**src/rtl/serial_adder_pkg.sv**
```systemverilog
// Shared types and constants for the bit-serial adder/subtractor.
package serial_adder_pkg;

  localparam int unsigned DefaultWidth = 8;

  typedef enum logic [1:0] {
    StIdle = 2'd0,
    StRun  = 2'd1,
    StDone = 2'd2
  } state_e;

endpackage

```
**src/rtl/fa_bit.sv**
```systemverilog
// One-bit combinational full-adder cell used by the serial datapath.
module fa_bit (
  input  logic a,
  input  logic b,
  input  logic c,
  output logic s,
  output logic co
);

  assign s  = a ^ b ^ c;
  assign co = (a & b) | (c & (a ^ b));

endmodule

```
**src/rtl/serial_adder.sv**
```systemverilog
// Bit-serial adder/subtractor: one bit per cycle, LSB first, through a single full-adder cell.
module serial_adder
  import serial_adder_pkg::*;
#(
  parameter int unsigned WIDTH = DefaultWidth
) (
  input  logic             clk,
  input  logic             rst_n,
  input  logic             start,
  input  logic             sub,
  input  logic [WIDTH-1:0] a,
  input  logic [WIDTH-1:0] b,
  input  logic             cin,
  output logic             busy,
  output logic             done,
  output logic [WIDTH-1:0] sum,
  output logic             cout,
  output logic             ovf
);

  if (WIDTH < 2 || WIDTH > 64) begin : gen_width_check
    $error("serial_adder: WIDTH must be in the range 2..64");
  end

  localparam int unsigned      CntW    = $clog2(WIDTH);
  localparam logic [CntW-1:0]  LastCnt = CntW'(WIDTH - 1);

  state_e            state_q, state_d;
  logic [CntW-1:0]   cnt_q, cnt_d;
  logic [WIDTH-1:0]  a_q, a_d;
  logic [WIDTH-1:0]  b_q, b_d;
  logic              carry_q, carry_d;
  logic [WIDTH-1:0]  acc_q, acc_d;
  logic [WIDTH-1:0]  sum_q, sum_d;
  logic              cout_q, cout_d;
  logic              ovf_q, ovf_d;
  logic              done_q, done_d;

  logic              fa_s, fa_co;
  logic [WIDTH-1:0]  acc_shift;

  fa_bit u_fa_bit (
    .a  (a_q[0]),
    .b  (b_q[0]),
    .c  (carry_q),
    .s  (fa_s),
    .co (fa_co)
  );

  // Result bits enter at the MSB so that after WIDTH shifts bit 0 sits at the LSB.
  assign acc_shift = {fa_s, acc_q[WIDTH-1:1]};

  always_comb begin
    state_d = state_q;
    cnt_d   = cnt_q;
    a_d     = a_q;
    b_d     = b_q;
    carry_d = carry_q;
    acc_d   = acc_q;
    sum_d   = sum_q;
    cout_d  = cout_q;
    ovf_d   = ovf_q;
    done_d  = 1'b0;

    unique case (state_q)
      StIdle: begin
        if (start) begin
          a_d     = a;
          // Subtraction is a + ~b + 1.
          b_d     = sub ? ~b : b;
          carry_d = sub ? 1'b1 : cin;
          cnt_d   = '0;
          acc_d   = '0;
          state_d = StRun;
        end
      end
      StRun: begin
        a_d     = a_q >> 1;
        b_d     = b_q >> 1;
        carry_d = fa_co;
        acc_d   = acc_shift;
        if (cnt_q == LastCnt) begin
          // carry_q is the carry into the MSB during the last bit.
          sum_d   = acc_shift;
          cout_d  = fa_co;
          ovf_d   = fa_co ^ carry_q;
          done_d  = 1'b1;
          state_d = StDone;
        end else begin
          cnt_d = cnt_q + CntW'(1);
        end
      end
      StDone: begin
        state_d = StIdle;
      end
      default: begin
        state_d = StIdle;
      end
    endcase
  end

  always_ff @(posedge clk or negedge rst_n) begin
    if (!rst_n) begin
      state_q <= StIdle;
      cnt_q   <= '0;
      a_q     <= '0;
      b_q     <= '0;
      carry_q <= 1'b0;
      acc_q   <= '0;
      sum_q   <= '0;
      cout_q  <= 1'b0;
      ovf_q   <= 1'b0;
      done_q  <= 1'b0;
    end else begin
      state_q <= state_d;
      cnt_q   <= cnt_d;
      a_q     <= a_d;
      b_q     <= b_d;
      carry_q <= carry_d;
      acc_q   <= acc_d;
      sum_q   <= sum_d;
      cout_q  <= cout_d;
      ovf_q   <= ovf_d;
      done_q  <= done_d;
    end
  end

  assign busy = (state_q != StIdle);
  assign done = done_q;
  assign sum  = sum_q;
  assign cout = cout_q;
  assign ovf  = ovf_q;

endmodule

```
**config.mk**
```make
export PLATFORM = sky130hd
export DESIGN_NAME = serial_adder
export DESIGN_NICKNAME = d
export VERILOG_FILES = /design/src/rtl/serial_adder_pkg.sv /design/src/rtl/fa_bit.sv /design/src/rtl/serial_adder.sv
export SDC_FILE = /design/constraint.sdc
export NUM_CORES = 1
export LEC_CHECK = 0
export CAP_MARGIN = 20
export CELL_PAD_IN_SITES_DETAIL_PLACEMENT = 1
export CELL_PAD_IN_SITES_GLOBAL_PLACEMENT = 2
export CORE_ASPECT_RATIO = 0.8
export CORE_MARGIN = 2
export CORE_UTILIZATION = 26
export DETAILED_ROUTE_END_ITERATION = 10
export PLACE_DENSITY_LB_ADDON = 0.1
export SLEW_MARGIN = 20
export SYNTH_ARGS = -nofsm -noshare
export SYNTH_HDL_FRONTEND = slang
export SYNTH_HIERARCHICAL = 1
export SYNTH_SLANG_ARGS = --single-unit
```
**constraint.sdc**
```tcl
create_clock -name clk -period 1.8 [get_ports clk]
set_clock_uncertainty 0.05 [all_clocks]
set_input_delay 0.36 -clock clk [delete_from_list [all_inputs] [get_ports clk]]
set_output_delay 0.36 -clock clk [all_outputs]
set_load 0.03 [all_outputs]
```
==> results of run 1 <==
cell families after synthesis:
kind of cell	Yosys count	synth area share, %
XOR/XNOR	9	4.363
buffers and inverters	16	4.363
multiplexers	19	11.22
flip-flops	40	55.40
AND/OR/NAND/NOR	31	8.172
AO/OA/AOI/OAI	35	13.99
adder cells (fa/ha/maj)	3	2.493
report_power, final:
| group | internal, mW | total [mW] | switching (mW) |
|---|---|---|---|
| Combinational | 0.795 | 1.58 | 0.788 |
| Clock | 0.312 | 0.623 | 0.311 |
| Sequential | 1.27 | 1.51 | 0.238 |
final cells by class:
type / instances / area, µm²
Clock buffer: 7 / 86.33
Clock inverter: 1 / 7.507
Fill cell: 736 / 4367
Inverter: 7 / 26.28
Multi-Input combinational cell: 97 / 729.5
Sequential cell: 40 / 1001
Tap cell: 87 / 108.9
Timing Repair Buffer: 45 / 464.2
sequential cells by signal, summed over array words and instances (netlist names):
register and flops:
done 1, ovf 1, a_q 8, cout 1, sum 8, cnt_q 3
carry_q 1, acc_q 7, state_q 2, b_q 8
layer usage:
layer,up-vias,track usage (%)
met4,0,3.803
li1,618,-
met1,635,13.56
met3,5,3.384
met5,-,0
met2,18,18.68
stage by stage:
step	util (%)	total power, mW	hold WS, ns
after floorplan	-	2.536	0.01441
after global placement	34.18	3.092	0.2736
after detailed placement	34.18	3.165	0.2832
after CTS	35.69	3.802	0.4496
after global routing	35.69	4.023	0.4774
final	35.69	3.715	0.4397
path summary, 6_finish.rpt:
kind                       startpoint       end  slack [ns]  depth (start not counted)
max                               ovf       ovf        0.07                          1
min                            a_q[1]    a_q[1]        0.44                          2
max reg2reg                  cnt_q[0]  cnt_q[0]        0.17                          5
min reg2reg                    a_q[1]    a_q[1]        0.44                          2
max in group asynchronous       rst_n  cnt_q[2]        0.72                          3
min in group asynchronous       rst_n    b_q[1]        0.49                          2
timing repair:
action | 4_1_cts | 5_1_grt
endpoints found under the hold margin | 17 | 0
gates resized for setup | 1 | 0
hold buffers | 1 | 0
setup endpoints to repair | 1 | 0
cells in the final DEF, fill, tap and decap left out, types with 3 or more instances in the layout:
| cell type | instances |
|---|---|
| mux2i_1 | 9 |
| mux2_2 | 10 |
| inv_1 | 7 |
| o21ai_0 | 11 |
| xnor2_1 | 3 |
| buf_12 | 4 |
| clkdlybuf4s50_1 | 30 |
| dfrtp_1 | 40 |
| xor2_1 | 6 |
| buf_4 | 8 |
| clkbuf_8 | 6 |
| nor2_1 | 3 |
| a22o_1 | 7 |
| nand2b_1 | 3 |
| a22oi_1 | 8 |
| nand2_1 | 17 |
==> impl_metrics.tcl, run 1 <==
set metrics [dict create \
    end_kind "output port" \
    wl_met1_mm 1.816 \
    synth_common_cells "dfrtp_1 (40), nand2_1 (17), o21ai_0 (11), mux2_2 (10), mux2i_1 (9)" \
    drt-total-wl_mm 3.951 \
    final-instance-count-excl-fill 284 \
    antenna_cells 0 \
    path_cells "clkdlybuf4s50_1" \
    synth_most_common_cell "dfrtp_1" \
    synth_area_leaders "dfrtp_1 (55%), mux2_2 (6.2%), mux2i_1 (5.0%), nand2_1 (3.5%), a22o_1 (3.4%)" \
    cts_tree "done" \
    clkLatencyLatePin_ns 0.29 \
    max_freq_ghz 0.5765 \
    seq_area_frac_synth_pct 55.40 \
    top_layer_used "met4" \
    dr.pass1.iters 4 \
    die_h_um 78.56 \
    layout.nets 220 \
    synth_area_um2 1807 \
    grt_pass1_vias 1432 \
    slew_headroom_pct 70.41 \
    ys.flop_type "dfrtp_1" \
    setup_tns_ns 0 \
    yosysUniqueCellTypes 31 \
    fin_crit_ns 1.735 \
    coreArea_um2 6790 \
    met3WireLength_um 147 \
    cts_setup_buffers 0 \
    portBuffers 32 \
    syn2layout_area_growth_pct 34.14 \
    finalCritPeriodShare_pct 96.37 \
    cp.arrival_ns 1.32 \
    design_area_um2 2424 \
    setup_viol 0 \
    drc 0 \
    place.gp.congestion 0.7545 \
    status "complete, no violations" \
    p_leak_nw 1.120 \
    power.density_nw_per_um2 1533 \
    via_count 1276 \
    vias_per_cell 4.493 \
    slowest_stage "clkdlybuf4s50_1" \
    wl_met2_mm 1.933 \
    wire_per_inst_um 13.91 \
    cp.required_ns 1.39 \
    synthArstFlopShare_pct 100.0 \
    worst-path-max-fanout 2 \
    syn_inst 153 \
    hold_viol_final 0 \
    grt-ovfl-total 0 \
    grt_max_degree 24 \
    drive_gt1_share_pct 17.26 \
    postSynthAreaPerCell_um2 11.81 \
    critical-path-top-delay-family "buffers and inverters" \
    grt_setup_unrepaired "no" \
    slowest_delay_ns 0.67 \
    synth_top_area_share_pct 55.40 \
    clock_path_buffers 2 \
    crit_type "register to output port" \
    fin_ws_ns 0.06536 \
    slew_violations 0 \
    hp-class "register to register" \
    antenna_found_initial 0 \
    die-width_um 97.20 \
    design.die.area_um2 7636 \
    drtAntennaViolNets 0 \
    irDropWorstVdd_mv 0.4282 \
    cp_num_buf_inv 1 \
    cap_violations 0 \
    row_count 27 \
    grt_pass1_wl_mm 6.782 \
    first_iter_violations 102 \
    clockRootBuffer "clkbuf_8" \
    hpwlAfterDp_mm 2.892 \
    htreeDepth 2 \
    cts_sinks 40 \
    grt_usage_pct 11.08 \
    initial_core_util_pct 26.61 \
    pre_cts_slack_ns -0.04770 \
    synth-seq-cells 40 \
    ys_warn_count 6 \
    io_pins 33 \
    clkSlewWorstSetupHoldPaths_ns 0.08 \
    placed_cells 275 \
    tightestPinTransition_ns 0.4439 \
    numCtsBuffers 5 \
    synth_edf_count 0 \
    dpl_cell_area_um2 2321 \
    syn_nets 177 \
    cp-start-kind "register" \
    synth_top_area_cell "dfrtp_1" \
]
Power figures use the tool's default switching activity.
==> run 2, diff against run 1 <==
SKIP_LAST_GASP = 1   (was unset)
==> results of run 2 <==
Same layout as run 1: the final DEF is identical, and so are final timing and power.
